<file path="config.mk">
export PLATFORM = sky130hd
export DESIGN_NAME = tx_fifo_serializer
export DESIGN_NICKNAME = d
export VERILOG_FILES = /design/src/rtl/tx_fifo_serializer.sv
export SDC_FILE = /design/constraint.sdc
export NUM_CORES = 1
export LEC_CHECK = 0
export CAP_MARGIN = 0
export CORE_ASPECT_RATIO = 1.5
export CORE_MARGIN = 2
export CORE_UTILIZATION = 40
export DETAILED_ROUTE_END_ITERATION = 16
export PLACE_DENSITY = 0.75
export SETUP_SLACK_MARGIN = 0.02
export SYNTH_ARGS = -nofsm -noshare
export SYNTH_HDL_FRONTEND = slang
export SYNTH_SLANG_ARGS = --single-unit
export TNS_END_PERCENT = 30
</file>
<file path="constraint.sdc">
create_clock -name s_axi_aclk -period 1.65 [get_ports s_axi_aclk]
set_input_delay 0.2475 -clock s_axi_aclk [delete_from_list [all_inputs] [get_ports s_axi_aclk]]
set_output_delay 0.2475 -clock s_axi_aclk [all_outputs]
set_load 0.01 [all_outputs]
</file>
<file path="src/rtl/tx_fifo_serializer.sv">
// TX FIFO read side: pops one 32-bit word at a time and hands it to the LED
// modulator as four bytes, MSB first, over a valid/ready byte handshake.
module tx_fifo_serializer #(
  parameter int FIFO_RD_LATENCY = 1,
  parameter int CNT_WIDTH       = 16
) (
  input  logic                 s_axi_aclk,
  input  logic                 s_axi_aresetn,
  input  logic                 enable,
  input  logic                 fifo_empty,
  output logic                 fifo_rd_en,
  input  logic [31:0]          fifo_dout,
  output logic [7:0]           byte_out,
  output logic                 byte_valid,
  input  logic                 byte_ready,
  output logic                 byte_last,
  output logic                 word_done,
  output logic                 busy,
  output logic [CNT_WIDTH-1:0] words_sent
);

  // state | meaning
  // IDLE  | waiting for enable with a non-empty FIFO
  // READ  | one-cycle fifo_rd_en pop strobe
  // WAIT  | FIFO read latency; the last cycle captures fifo_dout
  // SEND  | four bytes presented to the modulator
  typedef enum logic [1:0] {IDLE, READ, WAIT, SEND} state_t;

  localparam logic [1:0]           LAT_LOAD = 2'(FIFO_RD_LATENCY - 1);
  localparam logic [CNT_WIDTH-1:0] CNT_ONE  = CNT_WIDTH'(1);

  state_t               state_q, state_d;
  logic [31:0]          shift_q, shift_d;
  logic [1:0]           idx_q, idx_d;
  logic [1:0]           lat_q, lat_d;
  logic [7:0]           byte_out_q, byte_out_d;
  logic                 byte_valid_q, byte_valid_d;
  logic                 byte_last_q, byte_last_d;
  logic                 word_done_q, word_done_d;
  logic                 fifo_rd_en_q, fifo_rd_en_d;
  logic [CNT_WIDTH-1:0] words_sent_q, words_sent_d;

  always_ff @(posedge s_axi_aclk or negedge s_axi_aresetn) begin
    if (!s_axi_aresetn) begin
      state_q      <= IDLE;
      shift_q      <= '0;
      idx_q        <= '0;
      lat_q        <= '0;
      byte_out_q   <= '0;
      byte_valid_q <= 1'b0;
      byte_last_q  <= 1'b0;
      word_done_q  <= 1'b0;
      fifo_rd_en_q <= 1'b0;
      words_sent_q <= '0;
    end else begin
      state_q      <= state_d;
      shift_q      <= shift_d;
      idx_q        <= idx_d;
      lat_q        <= lat_d;
      byte_out_q   <= byte_out_d;
      byte_valid_q <= byte_valid_d;
      byte_last_q  <= byte_last_d;
      word_done_q  <= word_done_d;
      fifo_rd_en_q <= fifo_rd_en_d;
      words_sent_q <= words_sent_d;
    end
  end

  always_comb begin
    state_d      = state_q;
    shift_d      = shift_q;
    idx_d        = idx_q;
    lat_d        = lat_q;
    byte_out_d   = byte_out_q;
    byte_valid_d = byte_valid_q;
    byte_last_d  = byte_last_q;
    word_done_d  = 1'b0;
    fifo_rd_en_d = 1'b0;
    words_sent_d = words_sent_q;
    unique case (state_q)
      IDLE: begin
        if (enable && !fifo_empty) begin
          state_d      = READ;
          fifo_rd_en_d = 1'b1;
        end
      end
      READ: begin
        state_d = WAIT;
        lat_d   = LAT_LOAD;
      end
      WAIT: begin
        if (lat_q == 2'd0) begin
          shift_d      = fifo_dout;
          byte_out_d   = fifo_dout[31:24];
          byte_valid_d = 1'b1;
          byte_last_d  = 1'b0;
          idx_d        = 2'd0;
          state_d      = SEND;
        end else begin
          lat_d = lat_q - 2'd1;
        end
      end
      SEND: begin
        if (byte_valid_q && byte_ready) begin
          if (idx_q == 2'd3) begin
            byte_valid_d = 1'b0;
            byte_last_d  = 1'b0;
            word_done_d  = 1'b1;
            words_sent_d = words_sent_q + CNT_ONE;
            idx_d        = 2'd0;
            state_d      = IDLE;
          end else begin
            // shift_q still holds the presented byte in [31:24]; the next one sits below it
            byte_out_d  = shift_q[23:16];
            shift_d     = {shift_q[23:0], 8'h00};
            idx_d       = idx_q + 2'd1;
            byte_last_d = (idx_q == 2'd2);
          end
        end
      end
      default: state_d = IDLE;
    endcase
  end

  assign fifo_rd_en = fifo_rd_en_q;
  assign byte_out   = byte_out_q;
  assign byte_valid = byte_valid_q;
  assign byte_last  = byte_last_q;
  assign word_done  = word_done_q;
  assign words_sent = words_sent_q;
  assign busy       = (state_q != IDLE);

endmodule

</file>
==> impl_metrics.toml, run 1 <==
[critical_path]
critical_path.startpoint_type = "flip-flop"
worstPathArrival_ns = 1.84
crit_required_ns = 1.88
cp-end-kind = "flip-flop"
r2r_setup_slack_ns = 0.04
crit_path_max_fanout = 7
setup.worst_path.class = "flip-flop to flip-flop"

[grt]
grt_usage_pct = 16.4
grt_pass1_vias = 2037
grt_busiest_layer = "met2"
antenna_found_initial = 0
grt.overflow.total = 0
grt_pass1_wl_um = 9540
use_met3_pct = 3.38
globalRouteMet1Util_pct = 19.9
grtUsageMet2_pct = 26.4
grt_max_degree = 59

[final_layout]
layout_commonest_cell = "clkdlybuf4s50_1"
finalInstanceArea_sq_um = 4040
fillers = 524
nets = 387
diodes = 0
synthToLayoutAreaGrowth_pct = 49.2
final_cell_mix = "clkdlybuf4s50_1 (63), dfrtp_1 (55), nand2_1 (35)"
drive_gt1_share_pct = 20.3

[detailed_routing]
drt_wl_total_um = 6280
routed-via-count = 2075
drt_iter0_drc = 128
drtAntennaViolNets = 0
routedWlPerCell_um = 15.0
drc_errors = 0
drt_pass1_iterations = 4
vias_per_cell = 4.94

[yosys]
synthCells = 244
yosys.area.top_type = "dfrtp_1"
avgSynthCellArea_sq_um = 11.1
ys_warn_count = 0
syn_area_sq_um = 2710
synth_top_area_share_pct = 53.6
seq_area_frac_synth_pct = 53.6
yosys-top-cells-area = "dfrtp_1 (54%), mux2i_1 (9.6%), o21ai_0 (6.1%)"
synth_cell_types = 29
synth_nets = 292
ys_ff_latch = 58

[floorplan]
core_sq_um = 6530
die_h_um = 105
rows = 36
initial_core_util_pct = 41.5
die_width_um = 71.2
die_area_sq_um = 7460
io-pin-count = 66

[placement]
place_congestion = 0.750
dpl_cell_area_sq_um = 3550
io_buffers = 65
dp_hpwl_um = 3900

[clock_network]
cts_tree = "done"
clockBufferDepth = 2
clock_sinks = 58
htreeDepth = 3
cts-root-buf = "clkbuf_8"
cts_buffers = 9
clk_latency_ns = 0.34
clkSlewWorstSetupHoldPaths_ns = 0.07

[sta]
rsz0062_at_grt = "true"
worst_pin_slew_ns = 0.360
fin_crit_sh_pct = 97.6
fin_skew_ns = 0.00724
drv_slew = 0
fmax_ghz = 0.621
maxSlewHeadroom_pct = 75.8
tns_ns = 0
hold_violations = 0
setup_viol = 0
finalCriticalPeriod_ns = 1.61

[outcome]
status = "finished, final reports clean"

[job]
max-cap-violations = 0

[power_and_ir_drop]
leakagePower_nw = 1.81
vdd_ir_drop_max_uv = 824
pwr_density_cell_nw_per_um2 = 1730

[min_path]
hp-class = "input port to asynchronous set/reset pin"
cells by family after synthesis:
logic type / after synthesis / synth area share [%]
mux: 27 / 10.0
buf+inv: 22 / 3.79
xor+xnor: 15 / 4.85
flops: 58 / 53.6
simple gates: 66 / 12.6
compound gates: 45 / 10.1
fa+ha+maj: 11 / 5.08
layout make-up:
type,instances,area (sq um),area share [%]
Clock buffer,11,141,3.50
Clock inverter,5,77.6,1.92
Tap cell,76,95.1,2.35
Sequential cell,58,1460,36.0
Inverter,12,45.0,1.11
Timing Repair Buffer,94,957,23.7
Multi-Input combinational cell,164,1270,31.5
timing repair:
item                                   in CTS  in global routing
buffers inserted                            3                  6
hold buffers                                1                  0
cloned                                      0                  4
gates resized for setup                     8                 27
endpoints found under the hold margin      58                  0
pin swaps                                   1                 15
setup endpoints to repair                  47                 51
worst max-delay path, stage by stage, from the launching register on:
cell and delay [ns]:
dfrtp_1 0.39, buf_6 0.14, ha_4 0.18, mux2i_2 0.17
a21o_4 0.24, clkbuf_16 0.17, a22o_1 0.20
cell usage after synthesis, drive strengths merged:
master and n:
mux2 1, inv 12, and2b 1, nand3 8
xnor2 12, nand3b 3, a22o 8, ha 11
nor2 4, nand2b 3, nand2 35, clkbuf 1
nor3 2, nor4 1, mux2i 26, a21boi 2
nand4 5, xor2 3, buf 9, o21ai 33
a221oi 1, dfrtp 58, a21o 1, and3 4
path summary, 6_finish.rpt:
check / start / to / cells past startpoint
max: state_q[1] / shift_q[5] / 6
min: s_axi_aresetn / fifo_rd_en / 3
max reg2reg: state_q[1] / shift_q[5] / 6
min reg2reg: byte_out[4] / byte_out[4] / 2
max in group asynchronous: s_axi_aresetn / byte_out[3] / 3
min in group s_axi_aclk: byte_out[4] / byte_out[4] / 2
registers in the layout (all words and copies together) (netlist names):
| register | flops |
|---|---|
| byte_valid | 1 |
| fifo_rd_en | 1 |
| word_done | 1 |
| state_q | 2 |
| lat_q | 2 |
| shift_q | 24 |
| words_sent | 16 |
| byte_out | 8 |
| idx_q | 2 |
| byte_last | 1 |
per-stage QoR:
| stage | hold slack, ns | setup WS [ns] | util, % | std cells | total power [mW] |
|---|---|---|---|---|---|
| 6_report | 0.423 | 0.0393 | 61.9 | 420 | 6.99 |
| 5_1_grt | 0.451 | -0.0348 | 61.9 | 420 | 7.46 |
| 4_1_cts | 0.436 | 0.0169 | 58.5 | 410 | 6.32 |
| 3_3_place_gp | 0.271 | -0.0756 | 54.3 | 390 | 4.66 |
| 3_5_place_dp | 0.273 | -0.130 | 54.3 | 390 | 4.78 |
| 2_1_floorplan | -0.0481 | 0.0285 | - | 244 | 3.81 |
power by group:
part	internal (mW)	leakage [nW]	switching, mW
clock network	0.886	0.109	0.566
logic	1.79	0.956	1.58
registers	1.89	0.746	0.278
routing by layer:
| metal | up-vias | wire (um) |
|---|---|---|
| li1 | 1030 | - |
| met1 | 982 | 2700 |
| met2 | 50 | 3200 |
| met3 | 13 | 190 |
| met4 | 0 | 193 |
| met5 | - | 0 |
No activity file was read; power rests on OpenSTA's default activity.
==> run 2, diff against run 1 <==
--- a/config.mk
+++ b/config.mk
@@ -10,7 +10,7 @@
 export CORE_MARGIN = 2
 export CORE_UTILIZATION = 40
 export DETAILED_ROUTE_END_ITERATION = 16
-export PLACE_DENSITY = 0.75
+export PLACE_DENSITY = 0.68
 export SETUP_SLACK_MARGIN = 0.02
 export SYNTH_ARGS = -nofsm -noshare
 export SYNTH_HDL_FRONTEND = slang
==> run 2 against run 1 <==
Setup slack got worse by 0.013 ns. Via count fell by 1.8%. Sequential power barely moved. First-iteration DRC count fell by 18%. Clock power fell by 11%. Hold slack got worse by 0.0058 ns. Cell count fell by 1.2%. Core utilization fell by 2.2 points. Global-route usage fell by 0.20 points. Critical path depth did not move.
==> impl_metrics.toml, run 2 (synthesis gave the netlist of run 1 again) <==
[clock_network]
clkSlewWorstSetupHoldPaths_ns = 0.06
cts-root-buf = "clkbuf_8"
htreeDepth = 3
cts_buffers = 9
clk_latency_ns = 0.34
clock_sinks = 58
cts_tree = "done"
clockBufferDepth = 2

[sta]
fin_skew_ns = 0.00688
setup_viol = 0
fmax_ghz = 0.616
worst_pin_slew_ns = 0.528
rsz0062_at_grt = "true"
drv_slew = 0
finalCriticalPeriod_ns = 1.62
fin_crit_sh_pct = 98.4
hold_violations = 0
tns_ns = 0
maxSlewHeadroom_pct = 64.8

[grt]
grt.overflow.total = 0
grt_usage_pct = 16.2
grt_max_degree = 57
antenna_found_initial = 0
grt_pass1_vias = 2045
grt_pass1_wl_um = 9470

[floorplan]
rows = 36
die_width_um = 71.2
die_area_sq_um = 7460
die_h_um = 105
initial_core_util_pct = 41.5
core_sq_um = 6530
io-pin-count = 66

[detailed_routing]
vias_per_cell = 4.91
drtAntennaViolNets = 0
drt_iter0_drc = 105
routedWlPerCell_um = 13.9
routed-via-count = 2037
drc_errors = 0
drt_pass1_iterations = 4
drt_wl_total_um = 5770

[critical_path]
crit_required_ns = 1.88
crit_path_max_fanout = 14
critical_path.top_delay_family = "buffers and inverters"
worstPathArrival_ns = 1.85
cpPeakStageDelay_ns = 0.39
cp-end-kind = "flip-flop"
cp_cell_sequence = "buf_4 -> ha_4 -> buf_4 -> a21o_4 -> clkbuf_16 -> a22o_1"
crit_top_cell = "buf_4"
critical_path.startpoint_type = "flip-flop"
setup.worst_path.class = "flip-flop to flip-flop"
critPathBufInv = 3
slowest_stage = "dfrtp_1"

[final_layout]
finalInstanceArea_sq_um = 3900
final_cell_mix = "clkdlybuf4s50_1 (62), dfrtp_1 (55), nand2_1 (35)"
drive_gt1_share_pct = 16.2
regMostFlops = "shift_q"
synthToLayoutAreaGrowth_pct = 44.0
diodes = 0
nets = 382
layout_commonest_cell = "clkdlybuf4s50_1"
largest_register_ffs = 24

[min_path]
hp-class = "input port to asynchronous set/reset pin"

[placement]
io_buffers = 65
dpl_cell_area_sq_um = 3570
place_congestion = 0.799
dp_hpwl_um = 3950

[outcome]
status = "finished, final reports clean"

[job]
max-cap-violations = 0

[power_and_ir_drop]
vdd_ir_drop_max_uv = 972
pwr_density_cell_nw_per_um2 = 1630
leakagePower_nw = 1.76
total_power_mw = 6.35
==> run 2: cell types whose count changed in the layout (fill, tap and decap cells not counted), moves of 2 or more <==
cell	change
ha_4	-3
ha_1	+3
inv_1	+2
o21ai_0	+2
inv_2	-3
buf_6	-2
buf_4	-2
==> run 2: final timing paths <==
kind	from	end	slack (ns)	cells after the start
min	s_axi_aresetn	words_sent[4]	0.42	2
max reg2reg	state_q[0]	shift_q[1]	0.03	6
max	state_q[0]	shift_q[1]	0.03	6
min reg2reg	byte_out[2]	byte_out[2]	0.48	2
max in group asynchronous	s_axi_aresetn	shift_q[9]	0.69	3
min in group s_axi_aclk	byte_out[2]	byte_out[2]	0.48	2
==> run 2: layout make-up <==
class | instances | area (sq um)
clock buffer | 11 | 141
clock inverter | 5 | 53.8
fill | 546 | 2630
inverter | 12 | 47.5
multi-input combinational | 164 | 1210
sequential | 58 | 1460
tap | 76 | 95.1
timing repair buffer | 89 | 896
==> run 2: what timing repair did <==
item / CTS / global route
setup buffers: 2 / 1
cloned: 0 / 2
endpoints found under the setup margin: 23 / 49
hold buffers: 1 / 0
pin swaps: 0 / 3
resized for setup: 7 / 13
endpoints found under the hold margin: 19 / 0
==> run 2: report_power, final <==
part / internal (mW) / leakage, nW / total, mW / switching [mW]
Clock: 0.733 / 0.103 / 1.29 / 0.553
Sequential: 1.89 / 0.747 / 2.17 / 0.281
Combinational: 1.50 / 0.913 / 2.89 / 1.39
==> run 2: worst reg2reg max path, stage by stage (launching register included) <==
cell and delay (ns):
dfrtp_1 0.39, buf_4 0.16, ha_4 0.18, buf_4 0.16, a21o_4 0.23, clkbuf_16 0.18
a22o_1 0.23
==> run 2: layer usage <==
metal | track usage (%) | share of wire, % | up-vias | routed length (um)
met4 | 8.49 | 2.2 | 0 | 126
met1 | 20.7 | 44 | 961 | 2520
met3 | 3.86 | 4.0 | 10 | 232
met5 | 0 | 0 | - | 0
li1 | - | - | 1020 | -
met2 | 25.1 | 50 | 46 | 2890
==> run 2: through the flow <==
step                      setup slack, ns  hold slack, ns  std cells  util (%)
final                              0.0262           0.417        415      59.7
after floorplan                    0.0285         -0.0481        244         -
after global routing              -0.0377           0.462        415      59.7
after CTS                          0.0208           0.433        412      58.4
after detailed placement           -0.164           0.262        393      54.7
after global placement            -0.0862           0.259        393      54.7
